### config.mk
export PLATFORM = sky130hd
export DESIGN_NAME = regex_thread_scheduler_flat
export DESIGN_NICKNAME = d
export VERILOG_FILES = /design/src/rtl/regex_thread_scheduler_pkg.sv /design/src/rtl/regex_thread_scheduler_if.sv /design/src/rtl/regex_thread_scheduler_fifo.sv /design/src/rtl/regex_thread_scheduler.sv /design/src/flat_wrapper.sv
export SDC_FILE = /design/constraint.sdc
export NUM_CORES = 1
export LEC_CHECK = 0
export CAP_MARGIN = 40
export CORE_AREA = 2 2 181 183
export CTS_CLUSTER_SIZE = 20
export DETAILED_ROUTE_END_ITERATION = 16
export DIE_AREA = 0 0 183 185
export PLACE_DENSITY_LB_ADDON = 0.2
export SYNTH_ARGS = -nofsm -noshare
export SYNTH_HDL_FRONTEND = slang
export SYNTH_SLANG_ARGS = --single-unit
### constraint.sdc
create_clock -name clk -period 5.87 [get_ports clk]
set_clock_uncertainty 0.2 [all_clocks]
set_input_delay 1.174 -clock clk [delete_from_list [all_inputs] [get_ports clk]]
set_output_delay 1.174 -clock clk [all_outputs]
set_load 0.005 [all_outputs]
### src/rtl/regex_thread_scheduler_pkg.sv
// Shared types for the regex thread scheduler.
// Holds the FSM encoding and the queue routing helper.
package scheduler_pkg;

  typedef enum logic [2:0] {
    IDLE,
    LOAD,
    RUN,
    FLUSH,
    DONE
  } sched_state_t;

  function automatic logic tgt_idx(
    input logic sel,
    input logic to_cur
  );
    return to_cur ? sel : ~sel;
  endfunction

endpackage

### src/rtl/regex_thread_scheduler_if.sv
// String stream and core handshakes of the scheduler.
// master = scheduler side, slave = loader/core side.
interface regex_thread_scheduler_if #(
  parameter int PC_WIDTH        = 8,
  parameter int CHARACTER_WIDTH = 8
);
  logic                       char_valid;
  logic [CHARACTER_WIDTH-1:0] char_data;
  logic                       char_ready;
  logic [CHARACTER_WIDTH-1:0] current_character;
  logic                       cpu_input_pc_valid;
  logic [PC_WIDTH-1:0]        cpu_input_pc;
  logic                       cpu_input_pc_ready;
  logic                       cpu_output_pc_valid;
  logic [PC_WIDTH-1:0]        cpu_output_pc;
  logic                       cpu_output_pc_is_directed_to_current;
  logic                       cpu_output_pc_ready;
  logic                       cpu_accepts;
  logic                       cpu_running;

  modport master (
    input  char_valid,
    input  char_data,
    output char_ready,
    output current_character,
    output cpu_input_pc_valid,
    output cpu_input_pc,
    input  cpu_input_pc_ready,
    input  cpu_output_pc_valid,
    input  cpu_output_pc,
    input  cpu_output_pc_is_directed_to_current,
    output cpu_output_pc_ready,
    input  cpu_accepts,
    input  cpu_running
  );

  modport slave (
    output char_valid,
    output char_data,
    input  char_ready,
    input  current_character,
    input  cpu_input_pc_valid,
    input  cpu_input_pc,
    output cpu_input_pc_ready,
    output cpu_output_pc_valid,
    output cpu_output_pc,
    output cpu_output_pc_is_directed_to_current,
    input  cpu_output_pc_ready,
    output cpu_accepts,
    output cpu_running
  );

endinterface

### src/rtl/regex_thread_scheduler_fifo.sv
// Show-ahead PC queue with occupancy count and clear.
// Push is ignored when full, pop when empty; clear wins.
module fifo #(
  parameter int DWIDTH      = 8,
  parameter int COUNT_WIDTH = 4
) (
  input  logic                 clk,
  input  logic                 reset,
  input  logic                 clear,
  input  logic                 push,
  input  logic [DWIDTH-1:0]    din,
  input  logic                 pop,
  output logic [DWIDTH-1:0]    dout,
  output logic                 empty,
  output logic [COUNT_WIDTH:0] count
);

  localparam int DEPTH = 2 ** COUNT_WIDTH;
  localparam logic [COUNT_WIDTH:0] FULL_CNT =
    (COUNT_WIDTH + 1)'(DEPTH);

  logic [DWIDTH-1:0]      mem_q [DEPTH];
  logic [DWIDTH-1:0]      mem_d [DEPTH];
  logic [COUNT_WIDTH-1:0] wr_ptr_q, wr_ptr_d;
  logic [COUNT_WIDTH-1:0] rd_ptr_q, rd_ptr_d;
  logic [COUNT_WIDTH:0]   cnt_q, cnt_d;
  logic                   do_push, do_pop;

  assign empty   = cnt_q == '0;
  assign count   = cnt_q;
  assign dout    = mem_q[rd_ptr_q];
  assign do_push = push && (cnt_q != FULL_CNT);
  assign do_pop  = pop && !empty;

  always_comb begin
    mem_d    = mem_q;
    wr_ptr_d = wr_ptr_q;
    rd_ptr_d = rd_ptr_q;
    cnt_d    = cnt_q;
    if (clear) begin
      wr_ptr_d = '0;
      rd_ptr_d = '0;
      cnt_d    = '0;
    end else begin
      if (do_push) begin
        mem_d[wr_ptr_q] = din;
        wr_ptr_d        = wr_ptr_q + 1'b1;
      end
      if (do_pop) begin
        rd_ptr_d = rd_ptr_q + 1'b1;
      end
      cnt_d = cnt_q
            + {{COUNT_WIDTH{1'b0}}, do_push}
            - {{COUNT_WIDTH{1'b0}}, do_pop};
    end
  end

  always_ff @(posedge clk) begin
    if (reset) begin
      wr_ptr_q <= '0;
      rd_ptr_q <= '0;
      cnt_q    <= '0;
    end else begin
      wr_ptr_q <= wr_ptr_d;
      rd_ptr_q <= rd_ptr_d;
      cnt_q    <= cnt_d;
    end
  end

  always_ff @(posedge clk) begin
    mem_q <= mem_d;
  end

endmodule

### src/rtl/regex_thread_scheduler.sv
// Drives one regex core over a string with two PC queues.
// Q[sel] feeds the core this character, Q[~sel] collects next.
module regex_thread_scheduler
  import scheduler_pkg::*;
#(
  parameter int PC_WIDTH        = 8,
  parameter int CHARACTER_WIDTH = 8,
  parameter int QUEUE_CNT_WIDTH = 4
) (
  input  logic                clk,
  input  logic                reset,
  input  logic                start,
  input  logic [PC_WIDTH-1:0] start_pc,
  regex_thread_scheduler_if.master bus,
  output logic                busy,
  output logic                done,
  output logic                accepted
);

  localparam logic [QUEUE_CNT_WIDTH:0] Q_FULL =
    (QUEUE_CNT_WIDTH + 1)'(2 ** QUEUE_CNT_WIDTH);

  sched_state_t               state_q, state_d;
  logic                       sel_q, sel_d;
  logic [CHARACTER_WIDTH-1:0] char_q, char_d;
  logic                       acc_q, acc_d;
  logic                       disp_prev_q, disp_prev_d;

  logic [1:0]                 q_push, q_pop;
  logic [1:0]                 q_empty, q_full;
  logic                       q_clear;
  logic [PC_WIDTH-1:0]        push_pc;
  logic [PC_WIDTH-1:0]        q_head [2];
  logic [QUEUE_CNT_WIDTH:0]   q_cnt  [2];

  logic cur_empty, nxt_empty, tgt;
  logic disp, out_hs, quiescent;

  fifo #(
    .DWIDTH     (PC_WIDTH),
    .COUNT_WIDTH(QUEUE_CNT_WIDTH)
  ) u_q0 (
    .clk  (clk),
    .reset(reset),
    .clear(q_clear),
    .push (q_push[0]),
    .din  (push_pc),
    .pop  (q_pop[0]),
    .dout (q_head[0]),
    .empty(q_empty[0]),
    .count(q_cnt[0])
  );

  fifo #(
    .DWIDTH     (PC_WIDTH),
    .COUNT_WIDTH(QUEUE_CNT_WIDTH)
  ) u_q1 (
    .clk  (clk),
    .reset(reset),
    .clear(q_clear),
    .push (q_push[1]),
    .din  (push_pc),
    .pop  (q_pop[1]),
    .dout (q_head[1]),
    .empty(q_empty[1]),
    .count(q_cnt[1])
  );

  assign q_full[0] = q_cnt[0] == Q_FULL;
  assign q_full[1] = q_cnt[1] == Q_FULL;
  assign cur_empty = q_empty[sel_q];
  assign nxt_empty = q_empty[~sel_q];
  assign tgt = tgt_idx(sel_q,
    bus.cpu_output_pc_is_directed_to_current);

  assign disp = (state_q == RUN) && !cur_empty
             && bus.cpu_input_pc_ready;
  assign out_hs = (state_q == RUN)
               && bus.cpu_output_pc_valid
               && !q_full[tgt];

  // disp_prev_q covers the cycle before the core raises running
  assign quiescent = cur_empty
                  && !bus.cpu_running
                  && !bus.cpu_output_pc_valid
                  && !disp && !disp_prev_q;

  assign bus.current_character = char_q;
  assign busy     = state_q != IDLE;
  assign done     = state_q == DONE;
  assign accepted = acc_q;

  always_comb begin
    state_d     = state_q;
    sel_d       = sel_q;
    char_d      = char_q;
    acc_d       = acc_q;
    disp_prev_d = 1'b0;
    q_push      = '0;
    q_pop       = '0;
    q_clear     = 1'b0;
    push_pc     = bus.cpu_output_pc;
    bus.char_ready          = 1'b0;
    bus.cpu_input_pc_valid  = 1'b0;
    bus.cpu_input_pc        = '0;
    bus.cpu_output_pc_ready = 1'b0;
    unique case (state_q)
      IDLE: begin
        if (start) begin
          q_push[sel_q] = 1'b1;
          push_pc       = start_pc;
          acc_d         = 1'b0;
          state_d       = LOAD;
        end
      end
      LOAD: begin
        bus.char_ready = 1'b1;
        if (bus.char_valid) begin
          char_d  = bus.char_data;
          state_d = RUN;
        end
      end
      RUN: begin
        bus.cpu_input_pc_valid  = !cur_empty;
        bus.cpu_input_pc        = q_head[sel_q];
        bus.cpu_output_pc_ready = !q_full[tgt];
        q_pop[sel_q] = disp;
        q_push[tgt]  = out_hs;
        disp_prev_d  = disp;
        if (bus.cpu_accepts) begin
          acc_d   = 1'b1;
          state_d = FLUSH;
        end else if (quiescent) begin
          if (char_q == '0 || nxt_empty) begin
            q_clear = 1'b1;
            state_d = DONE;
          end else begin
            sel_d   = ~sel_q;
            state_d = LOAD;
          end
        end
      end
      FLUSH: begin
        bus.cpu_output_pc_ready = 1'b1;
        if (!bus.cpu_running && !bus.cpu_output_pc_valid) begin
          q_clear = 1'b1;
          state_d = DONE;
        end
      end
      DONE: begin
        state_d = IDLE;
      end
      default: begin
        state_d = IDLE;
      end
    endcase
  end

  always_ff @(posedge clk) begin
    if (reset) begin
      state_q     <= IDLE;
      sel_q       <= 1'b0;
      char_q      <= '0;
      acc_q       <= 1'b0;
      disp_prev_q <= 1'b0;
    end else begin
      state_q     <= state_d;
      sel_q       <= sel_d;
      char_q      <= char_d;
      acc_q       <= acc_d;
      disp_prev_q <= disp_prev_d;
    end
  end

endmodule

### src/flat_wrapper.sv
// flat-port wrapper written by rule: the top's interface ports become plain ports
module regex_thread_scheduler_flat import scheduler_pkg::*;
#(
  parameter int PC_WIDTH        = 8,
  parameter int CHARACTER_WIDTH = 8,
  parameter int QUEUE_CNT_WIDTH = 4
)
  (clk, reset, start, start_pc, busy, done, accepted, bus_char_valid, bus_char_data, bus_char_ready, bus_current_character, bus_cpu_input_pc_valid, bus_cpu_input_pc, bus_cpu_input_pc_ready, bus_cpu_output_pc_valid, bus_cpu_output_pc, bus_cpu_output_pc_is_directed_to_current, bus_cpu_output_pc_ready, bus_cpu_accepts, bus_cpu_running);
  regex_thread_scheduler_if #(.PC_WIDTH(PC_WIDTH), .CHARACTER_WIDTH(CHARACTER_WIDTH)) bus_i ();
  input  logic clk;
  input  logic reset;
  input  logic start;
  input  logic [PC_WIDTH-1:0] start_pc;
  output logic busy;
  output logic done;
  output logic accepted;
  input wire logic [$bits(bus_i.char_valid)-1:0] bus_char_valid;
  input wire logic [$bits(bus_i.char_data)-1:0] bus_char_data;
  output wire logic [$bits(bus_i.char_ready)-1:0] bus_char_ready;
  output wire logic [$bits(bus_i.current_character)-1:0] bus_current_character;
  output wire logic [$bits(bus_i.cpu_input_pc_valid)-1:0] bus_cpu_input_pc_valid;
  output wire logic [$bits(bus_i.cpu_input_pc)-1:0] bus_cpu_input_pc;
  input wire logic [$bits(bus_i.cpu_input_pc_ready)-1:0] bus_cpu_input_pc_ready;
  input wire logic [$bits(bus_i.cpu_output_pc_valid)-1:0] bus_cpu_output_pc_valid;
  input wire logic [$bits(bus_i.cpu_output_pc)-1:0] bus_cpu_output_pc;
  input wire logic [$bits(bus_i.cpu_output_pc_is_directed_to_current)-1:0] bus_cpu_output_pc_is_directed_to_current;
  output wire logic [$bits(bus_i.cpu_output_pc_ready)-1:0] bus_cpu_output_pc_ready;
  input wire logic [$bits(bus_i.cpu_accepts)-1:0] bus_cpu_accepts;
  input wire logic [$bits(bus_i.cpu_running)-1:0] bus_cpu_running;
  assign bus_i.char_valid = bus_char_valid;
  assign bus_i.char_data = bus_char_data;
  assign bus_char_ready = bus_i.char_ready;
  assign bus_current_character = bus_i.current_character;
  assign bus_cpu_input_pc_valid = bus_i.cpu_input_pc_valid;
  assign bus_cpu_input_pc = bus_i.cpu_input_pc;
  assign bus_i.cpu_input_pc_ready = bus_cpu_input_pc_ready;
  assign bus_i.cpu_output_pc_valid = bus_cpu_output_pc_valid;
  assign bus_i.cpu_output_pc = bus_cpu_output_pc;
  assign bus_i.cpu_output_pc_is_directed_to_current = bus_cpu_output_pc_is_directed_to_current;
  assign bus_cpu_output_pc_ready = bus_i.cpu_output_pc_ready;
  assign bus_i.cpu_accepts = bus_cpu_accepts;
  assign bus_i.cpu_running = bus_cpu_running;
  regex_thread_scheduler #(.PC_WIDTH(PC_WIDTH), .CHARACTER_WIDTH(CHARACTER_WIDTH), .QUEUE_CNT_WIDTH(QUEUE_CNT_WIDTH)) u_core (.clk(clk), .reset(reset), .start(start), .start_pc(start_pc), .bus(bus_i), .busy(busy), .done(done), .accepted(accepted));
endmodule
Word-level counts from Yosys, hierarchy flattened
Index checks and enable logic that the tools add are counted.
- add/subtract/negate cells: 8
- eq/ne operators: 13
- multiplexer cells: 50
- multiply operators: 0
- shifts and indexed selects: 0
- reduce and logical (&&, ||, !) cells: 40
- $lt $le $gt $ge: 12
- bitwise logic cells: 12
- divide/modulo/power cells: 0
- operator list (cell ; number):
    128-bit bitwise mux ; 2
    8-bit two-way mux ; 12
    8-bit binary-select mux with 4-bit select ; 2
    8-bit demux with 4-bit select ; 2
    5-bit >= comparator (second input constant) ; 4
    4-bit inverter with 5-bit output ; 4
    3-bit two-way mux ; 6
    1-bit logical AND ; 17
    1-bit two-way mux ; 17
    4-bit by 1-bit adder with 4-bit output (second input constant) ; 4
    3-bit case mux with 4 select lines ; 1
    5-bit by 1-bit adder with 5-bit output ; 2
    5-bit equality test (second input constant) ; 2
    5-bit zero test ; 2
    5-bit by 1-bit < comparator with 1-bit output (second input constant) ; 2
    5-bit inequality test (second input constant) ; 2
    5-bit by 1-bit subtractor with 5-bit output ; 2
    1-bit zero test ; 8
    8-bit zero test ; 1
    4-bit AND reduction ; 2
    3-bit by 2-bit equality test with 1-bit output (second input constant) ; 2
    1-bit by 2-bit < comparator with 1-bit output (second input constant) ; 3
    2-bit inequality test (second input constant) ; 3
    1-bit case mux with 2 select lines ; 3
    19 further kinds ; 30
- bits in read-only memories: 0
- memories kept: 0
- word-level logic and storage cells: 178
- bits in latches: 0
- register bits: 296
- output and inout port bits: 22
- input bits: 33
- bits in writable memories: 0

Depth between registers and ports, before layout
Gate-level depths: netlist (run 1).
- word-level depth: 14
- depth in mapped cells: 16

Modules after synthesis
A second synthesis (run 1) with hierarchy kept.
- cells, all modules: 744
- area total of the unflattened synthesis: 12440.7 um^2
- by module, submodules not included (module ; times used ; area each (um^2) ; cells an instance ; sequential area each (um^2)):
    fifo (u_core.u_q1) ; 1 ; 5714.2 ; 307 ; 4103.9
    fifo (u_core.u_q0) ; 1 ; 5686.7 ; 306 ; 4103.9
    regex_thread_scheduler ; 1 ; 1039.7 ; 131 ; 280.3

Least setup slack after synthesis (run 1)
OpenSTA, ideal clock, no wires.
- kind: input-to-reg
- start point: input port bus_cpu_output_pc_valid
- end point: register u_core.u_q0.cnt_q[4] (netlist: u_core.u_q0.count[4])
- cell stages on the path: 15
- data arrival time: 3555 ps
- buffers on the path: 1
- setup time: 115 ps
- required time: 5555 ps
- setup slack: 2000 ps
- path through: nand4bb_1 -> a211o_1 -> a22o_1 -> nor2_4 -> buf_2 -> inv_1 -> ha_1 -> inv_1 -> ha_1 -> fa_1 -> a21oi_1 -> nor2_1 -> nor2_1 -> xnor2_1 -> nor2_1
- word-level cells in the longest chain between the ends: 8
- RTL lines (what ; line ; RTL):
    start: declaration ; flat_wrapper.sv:24 ; input wire logic [$bits(bus_i.cpu_output_pc_valid)-1:0] bus_cpu_output_pc_valid;
    parallel branches: the longest is 8 deep, another holds 5-bit by 1-bit adder with 5-bit output ; -- ;
    end signal: assignment ; regex_thread_scheduler_fifo.sv:66 ; cnt_q <= cnt_d;
    end: declaration ; regex_thread_scheduler_fifo.sv:26 ; logic [COUNT_WIDTH:0] cnt_q, cnt_d;
Parallel ways; which one is timed is not known.
A chain may end at the register's enable or synchronous reset.

Final worst setup path (run 1)
- start point: register u_core.u_q0.rd_ptr_q[0]
- end point: output port bus_cpu_input_pc[1]
- word-level cells in the longest chain between the ends: 8
- RTL lines (what ; line ; RTL):
    start: declaration ; regex_thread_scheduler_fifo.sv:25 ; logic [COUNT_WIDTH-1:0] rd_ptr_q, rd_ptr_d;
    start signal: assignment ; regex_thread_scheduler_fifo.sv:65 ; rd_ptr_q <= rd_ptr_d;
    4-bit inverter with 5-bit output (not written as such) ; regex_thread_scheduler_fifo.sv:31 ; assign dout = mem_q[rd_ptr_q];
    8-bit binary-select mux with 4-bit select ; regex_thread_scheduler_fifo.sv:31 ;
    8-bit two-way mux (not written as such) (2 in series) ; regex_thread_scheduler_fifo.sv:31 ;
    8-bit two-way mux (not written as such) (3 in series) ; regex_thread_scheduler.sv:125 ; bus.cpu_input_pc = q_head[sel_q];
    8-bit two-way mux ; regex_thread_scheduler.sv:107 ; unique case (state_q)
    end: declaration ; flat_wrapper.sv:22 ; output wire logic [$bits(bus_i.cpu_input_pc)-1:0] bus_cpu_input_pc;
No other way between the ends. The select of a mux whose other input is x is not followed.

==> results of run 1 <==
[state kept, by name, summed over array words and instances (netlist names)]
name,flops
u_core.u_q0.mem_q,128
u_core.u_q1.mem_q,128
u_core.bus.current_character,8
u_core.u_q0.count,5
u_core.u_q1.count,5
u_core.u_q0.rd_ptr_q,4
u_core.u_q0.wr_ptr_q,4
u_core.u_q1.rd_ptr_q,4
u_core.u_q1.wr_ptr_q,4
u_core.state_q,3
u_core.accepted,1
u_core.disp_prev_q,1
u_core.sel_q,1
[path summary, 6_finish.rpt]
path,start,end,slack (ns),cells past startpoint
max,u_core.u_q0.rd_ptr_q[0]$_SDFFE_PP0P_,bus_cpu_input_pc[1],1.09,7
min,u_core.bus.current_character[1]$_SDFFE_PP0P_,u_core.bus.current_character[1]$_SDFFE_PP0P_,0.27,2
max reg2reg,u_core.state_q[1]$_SDFFE_PP0P_,u_core.u_q0.count[4]$_SDFF_PP0_,2.25,14
min reg2reg,u_core.bus.current_character[1]$_SDFFE_PP0P_,u_core.bus.current_character[1]$_SDFFE_PP0P_,0.27,2
[layout make-up]
class	count	area, um2	area share
inverter	27	101	0.00697
sequential	296	8490	0.584
tap	408	510	0.0351
multi-input combinational	464	3720	0.256
clock buffer	40	850	0.0584
timing repair buffer	81	761	0.0523
clock inverter	17	111	0.00765
[placed cells by master (no fill, tap or decap), drive strengths merged, types with 5 or more instances in the layout]
master         count
a211oi             9
a21oi             37
a221o              8
a22oi             10
and3              17
buf               27
clkbuf            40
clkdlybuf4s50     54
clkinv            15
dfxtp             40
edfxtp           256
ha                22
inv               27
mux2i             68
mux4              32
nand2             75
nand3              5
nor2              46
nor2b              5
nor3              16
o21ai             10
o221ai             9
o22ai             16
o31a               8
or3                6
xnor2             10
xor2               6
[layer usage]
metal	track usage	wire length [um]	up-vias
met3	0.0248	1450	41
li1	-	-	3352
met4	0.0538	744	0
met5	0	0	-
met2	0.280	13600	204
met1	0.242	13000	3558
[report_power, final]
part,switching [mW],internal [mW]
logic,0.233,0.146
clock network,0.787,1.06
registers,0.0274,2.36
[stage by stage]
stage                     utilization  hold slack [ns]  cell area [um2]
final                           0.454            0.270            14500
after global routing            0.454            0.302            14500
after CTS                       0.454            0.272            14500
after detailed placement        0.424            0.253            13600
after global placement          0.423            0.264            13600
after floorplan                     -            0.253            12600
[cells by family (layout without fill, tap and decap cells)]
logic type                 Yosys count  after routing  share of synthesized area
AOI/OAI and AO/OA                  123            123                     0.0673
xor gates and xnor gates            16             16                     0.0112
adders and majority gates           24             24                     0.0251
buffers and inverters               74            165                     0.0273
DFF                                296            296                      0.676
muxes                              100            100                      0.113
and+or+nand+nor                    201            201                     0.0804
[critical path: stages (launching register included)]
cell and delay, ns:
dfxtp_2 0.85, buf_12 0.29, mux2i_1 0.10, o221ai_1 0.29, a21oi_1 0.11, nor3_1 0.49
o31a_1 0.22, clkdlybuf4s50_1 0.51
==> run_results.csv, run 1 <==
group,metric,value,unit
global_routing,grt_max_degree,33,
detailed_routing,detail_route.vias_per_cell,5.37,
floorplanning,chipWidth,183,um
yosys,ys.flop_type,"edfxtp_1",
clocking,cts_resized,0,
detailed_routing,antenna_violating_nets_post_route,0,
yosys,synth.yosys.warnings,0,
final_layout,syn_to_final_growth,15.9,%
detailed_routing,postRouteWirelength,28700,um
floorplanning,core_region_area,32000,um2
clocking,clock-root-buffer,"clkbuf_16",
yosys,ys_top_cells_by_count,"edfxtp_1 (256), nand2_1 (74), mux2i_1 (67)",
sta,setup_violations,0,
yosys,synth_top_cells_by_area,"edfxtp_1 (61%), dfxtp_1 (6.4%), mux4_2 (5.7%)",
sta,final.period_utilization,0.815,
power_and_ir_drop,power_leakage,4.66,nW
sta,slew_headroom,0.409,
yosys,post_synth_inst_count,834,
final_layout,post_layout_nonfiller_instances,1333,
final_layout,post_route_cells_drive_above_1_share,0.124,
sta,worst-slew-pin-transition,0.883,ns
yosys,yosysSeqAreaShare,0.676,
yosys,synthDominantAreaCellType,"edfxtp_1",
sta,finalSetupTns,0,ns
floorplanning,core.rowCount,66,
placement,post-place-cells,1276,
critical_path,critical_path_peak_fanout,22,
clocking,worst_setup_hold_path_clk_slew,0.06,ns
run,drv.max_cap_violation_count,0,
final_layout,num-nets-final,958,
floorplanning,initial_utilization,0.392,
yosys,synth_fp_nets,891,
yosys,synth-edff-count,256,
run_status,outcome,"complete, no violations",
global_routing,antenna_found_initial,0,
critical_path,arrival,3.41,ns
global_routing,wire_length_of_the_first_global_routing_pass,44100,um
floorplanning,floorplan.die.height,185,um
critical_path,start_kind,"register",
critical_path,critical_path_class,"register to output pin",
sta,fmax,209,MHz
sta,hold_viol_final,0,
final_layout,diodes,0,
yosys,post-synth-top-count-cell,"edfxtp_1",
placement,gp_routability_congestion,0.806,
floorplanning,dieArea,33900,um2
global_routing,globalRouteTotalUtil,0.173,
yosys,synthDominantCellAreaShare,0.612,
detailed_routing,drtIter0Drc,602,
detailed_routing,count_of_vias_placed_by_the_detailed_router,7155,
final_layout,fillCellCount,2812,
clocking,cts-hold-fix-buffers,0,
critical_path,worst_ep_required_time,4.50,ns
global_routing,grt.overflow.total,0,
sta,maxSlewViolCount,0,
yosys,synth-async-reset-ratio,0,
power_and_ir_drop,power_density,317,nW/um2
sta,rsz_0062_raised_after_global_routing,"false",
placement,post-dp-hpwl,18400,um
floorplanning,number_of_ports_placed_on_the_die_boundary,55,
power_and_ir_drop,vdd.ir_drop.worst,0.140,mV
clocking,clock_insertion_delay_worst_skew,0.55,ns
critical_path,worst_setup_path_end_kind,"output pin",
yosys,post_synth.cell_area_avg,15.1,um2
clocking,tritoncts,"yes",
clocking,post-cts-setup-buffers,0,
clocking,clk_path_buf_depth,3,
sta,fin_ws,1.09,ns
power_and_ir_drop,total_power,4.61,mW
placement,port_buffers,54,
detailed_routing,detailedRoute.firstPassIterationCount,5,
clocking,numCtsBuffers,31,
yosys,synth.ff_latch_count,296,
clocking,tritoncts_num_sinks,296,
yosys,synthesis.area,12600,um2
placement,post-place-ws,1.21,ns
detailed_routing,wire_length_per_cell_after_detailed_routing,21.5,um
global_routing,first_global_vias,7287,
sta,period_needed,4.78,ns
yosys,synth.lib_cells_used.distinct,60,
detailed_routing,drt_drc_violations_left,0,
hold_path,hold_path_class,"register to register",
clocking,clock_tree.htree_level_count,1,
Power figures use the tool's default switching activity.
==> run 2, diff against run 1 <==
- clock period: 5.87 -> 4.85 ns (I/O delays scaled with it)
==> run_results.csv, run 2 (same netlist as run 1, synthesis figures left out) <==
group,metric,value,unit
critical_path,worstPathCellList,"buf_4, nand2b_1, o221ai_1, a21oi_1, nor3_1, o31a_1, clkdlybuf4s50_1",
critical_path,critical_path_class,"register to output pin",
sta,hold_viol_final,0,
floorplanning,initial_utilization,0.392,
run_status,outcome,"complete, no violations",
sta,whs,0.277,ns
clocking,clock_tree.htree_level_count,1,
detailed_routing,detail_route.vias_per_cell,5.36,
global_routing,antenna_found_initial,0,
global_routing,grt.overflow.total,0,
clocking,numCtsBuffers,31,
floorplanning,core.rowCount,66,
floorplanning,chipWidth,183,um
floorplanning,core_region_area,32000,um2
detailed_routing,drt_drc_violations_left,0,
critical_path,worstReg2RegStart,"u_core.state_q[1]$_SDFFE_PP0P_",
critical_path,cpLargestDelayFamily,"simple AND/OR/NAND/NOR gates",
critical_path,critical_path_peak_fanout,21,
detailed_routing,drtIter0Drc,645,
critical_path,crit_path_to,"bus_cpu_input_pc[1]",
critical_path,r2r-end,"u_core.u_q0.count[4]$_SDFF_PP0_",
clocking,worst_setup_hold_path_clk_slew,0.06,ns
sta,slew_headroom,0.412,
sta,maxSlewViolCount,0,
detailed_routing,wire_length_per_cell_after_detailed_routing,21.5,um
placement,gp_routability_congestion,0.836,
floorplanning,number_of_ports_placed_on_the_die_boundary,55,
hold_path,hold_path_class,"register to register",
critical_path,worst_ep_required_time,3.68,ns
power_and_ir_drop,power_leakage,4.67,nW
clocking,tritoncts,"yes",
hold_path,min_path_cells,2,
clocking,clock-root-buffer,"clkbuf_16",
run,drv.max_cap_violation_count,0,
detailed_routing,antenna_violating_nets_post_route,0,
sta,fmax,225,MHz
sta,finalSetupTns,0,ns
critical_path,start_kind,"register",
critical_path,arrival,3.27,ns
sta,period_needed,4.44,ns
global_routing,globalRouteTotalUtil,0.173,
detailed_routing,detailedRoute.firstPassIterationCount,5,
final_layout,syn_to_final_growth,16.2,%
critical_path,worst_setup_path_end_kind,"output pin",
critical_path,r2r.worst_path.cells,14,
final_layout,layout_commonest_cell,"edfxtp_1",
power_and_ir_drop,power_density,386,nW/um2
placement,post-dp-hpwl,18100,um
floorplanning,floorplan.die.height,185,um
placement,post-place-cells,1275,
critical_path,slowest_stage,"nand2b_1",
power_and_ir_drop,total_power,5.64,mW
critical_path,r2r_setup_slack,1.23,ns
hold_path,hp-start,"u_core.bus.current_character[7]$_SDFFE_PP0P_",
critical_path,timing.critical_path.from,"u_core.u_q0.rd_ptr_q[1]$_SDFFE_PP0P_",
global_routing,wire_length_of_the_first_global_routing_pass,44300,um
detailed_routing,postRouteWirelength,28600,um
placement,port_buffers,54,
global_routing,grt_max_degree,43,
clocking,post-cts-setup-buffers,0,
floorplanning,dieArea,33900,um2
clocking,cts_resized,0,
clocking,cts-hold-fix-buffers,0,
clocking,clk_path_buf_depth,3,
placement,post-place-ws,0.462,ns
final_layout,num-nets-final,957,
critical_path,sum_of_buffers_and_inverters_on_the_critical_path,2,
final_layout,diodes,0,
sta,final.period_utilization,0.916,
final_layout,post_route_cells_drive_above_1_share,0.126,
sta,worst-slew-pin-transition,0.879,ns
critical_path,critical_path_cell_count,7,
final_layout,post_layout_nonfiller_instances,1332,
critical_path,critPathMaxStageDelay,0.52,ns
sta,setup_violations,0,
global_routing,first_global_vias,7362,
power_and_ir_drop,vdd.ir_drop.worst,0.221,mV
sta,rsz_0062_raised_after_global_routing,"false",
clocking,clock_insertion_delay_worst_skew,0.55,ns
clocking,tritoncts_num_sinks,296,
final_layout,layout_common_cells,"edfxtp_1 (256), nand2_1 (74), mux2i_1 (67)",
detailed_routing,count_of_vias_placed_by_the_detailed_router,7144,
sta,fin_ws,0.410,ns
==> run 2: cell types whose count changed in the layout (fill, tap and decap cells not counted), sizes merged <==
| cell | change |
|---|---|
| clkbuf | +9 |
| clkinv | -8 |
| buf | -1 |
| inv | -1 |
==> run 2: cell type report <==
cell class,count,area [um2]
sequential,296,8490
inverter,27,101
timing repair buffer,80,768
clock inverter,8,71.3
tap,408,510
clock buffer,49,923
multi-input combinational,464,3720
fill,2852,17500
==> run 2: tightest hold or removal path: stages, from the launching register on <==
cell and delay, ns:
dfxtp_1 0.32, nand2_1 0.05, a21oi_1 0.05
==> run 2: how the worst min path moves through the flow <==
stage and endpoint:
2_1_floorplan u_core.accepted$_SDFFE_PP0P_, 3_3_place_gp u_core.accepted$_SDFFE_PP0P_, 3_5_place_dp u_core.accepted$_SDFFE_PP0P_, 4_1_cts u_core.bus.current_character[7]$_SDFFE_PP0P_, 5_1_grt u_core.accepted$_SDFFE_PP0P_, 6_report u_core.bus.current_character[7]$_SDFFE_PP0P_
==> run 2: stage by stage <==
stage | instance area, um2 | util
after detailed placement | 13600 | 0.424
final | 14600 | 0.455
after floorplan | 12600 | -
after CTS | 14600 | 0.455
after global routing | 14600 | 0.455
after global placement | 13600 | 0.424
==> run 2: power by group <==
part	internal (mW)	total, mW	switching [mW]
combinational	0.176	0.463	0.287
sequential	2.85	2.88	0.0317
clock	1.35	2.29	0.942
==> run 2: layer usage <==
metal / global-route usage / part of all wire
met5: 0 / 0
met4: 0.0528 / 0.028
met3: 0.0291 / 0.053
met2: 0.277 / 0.47
met1: 0.242 / 0.45
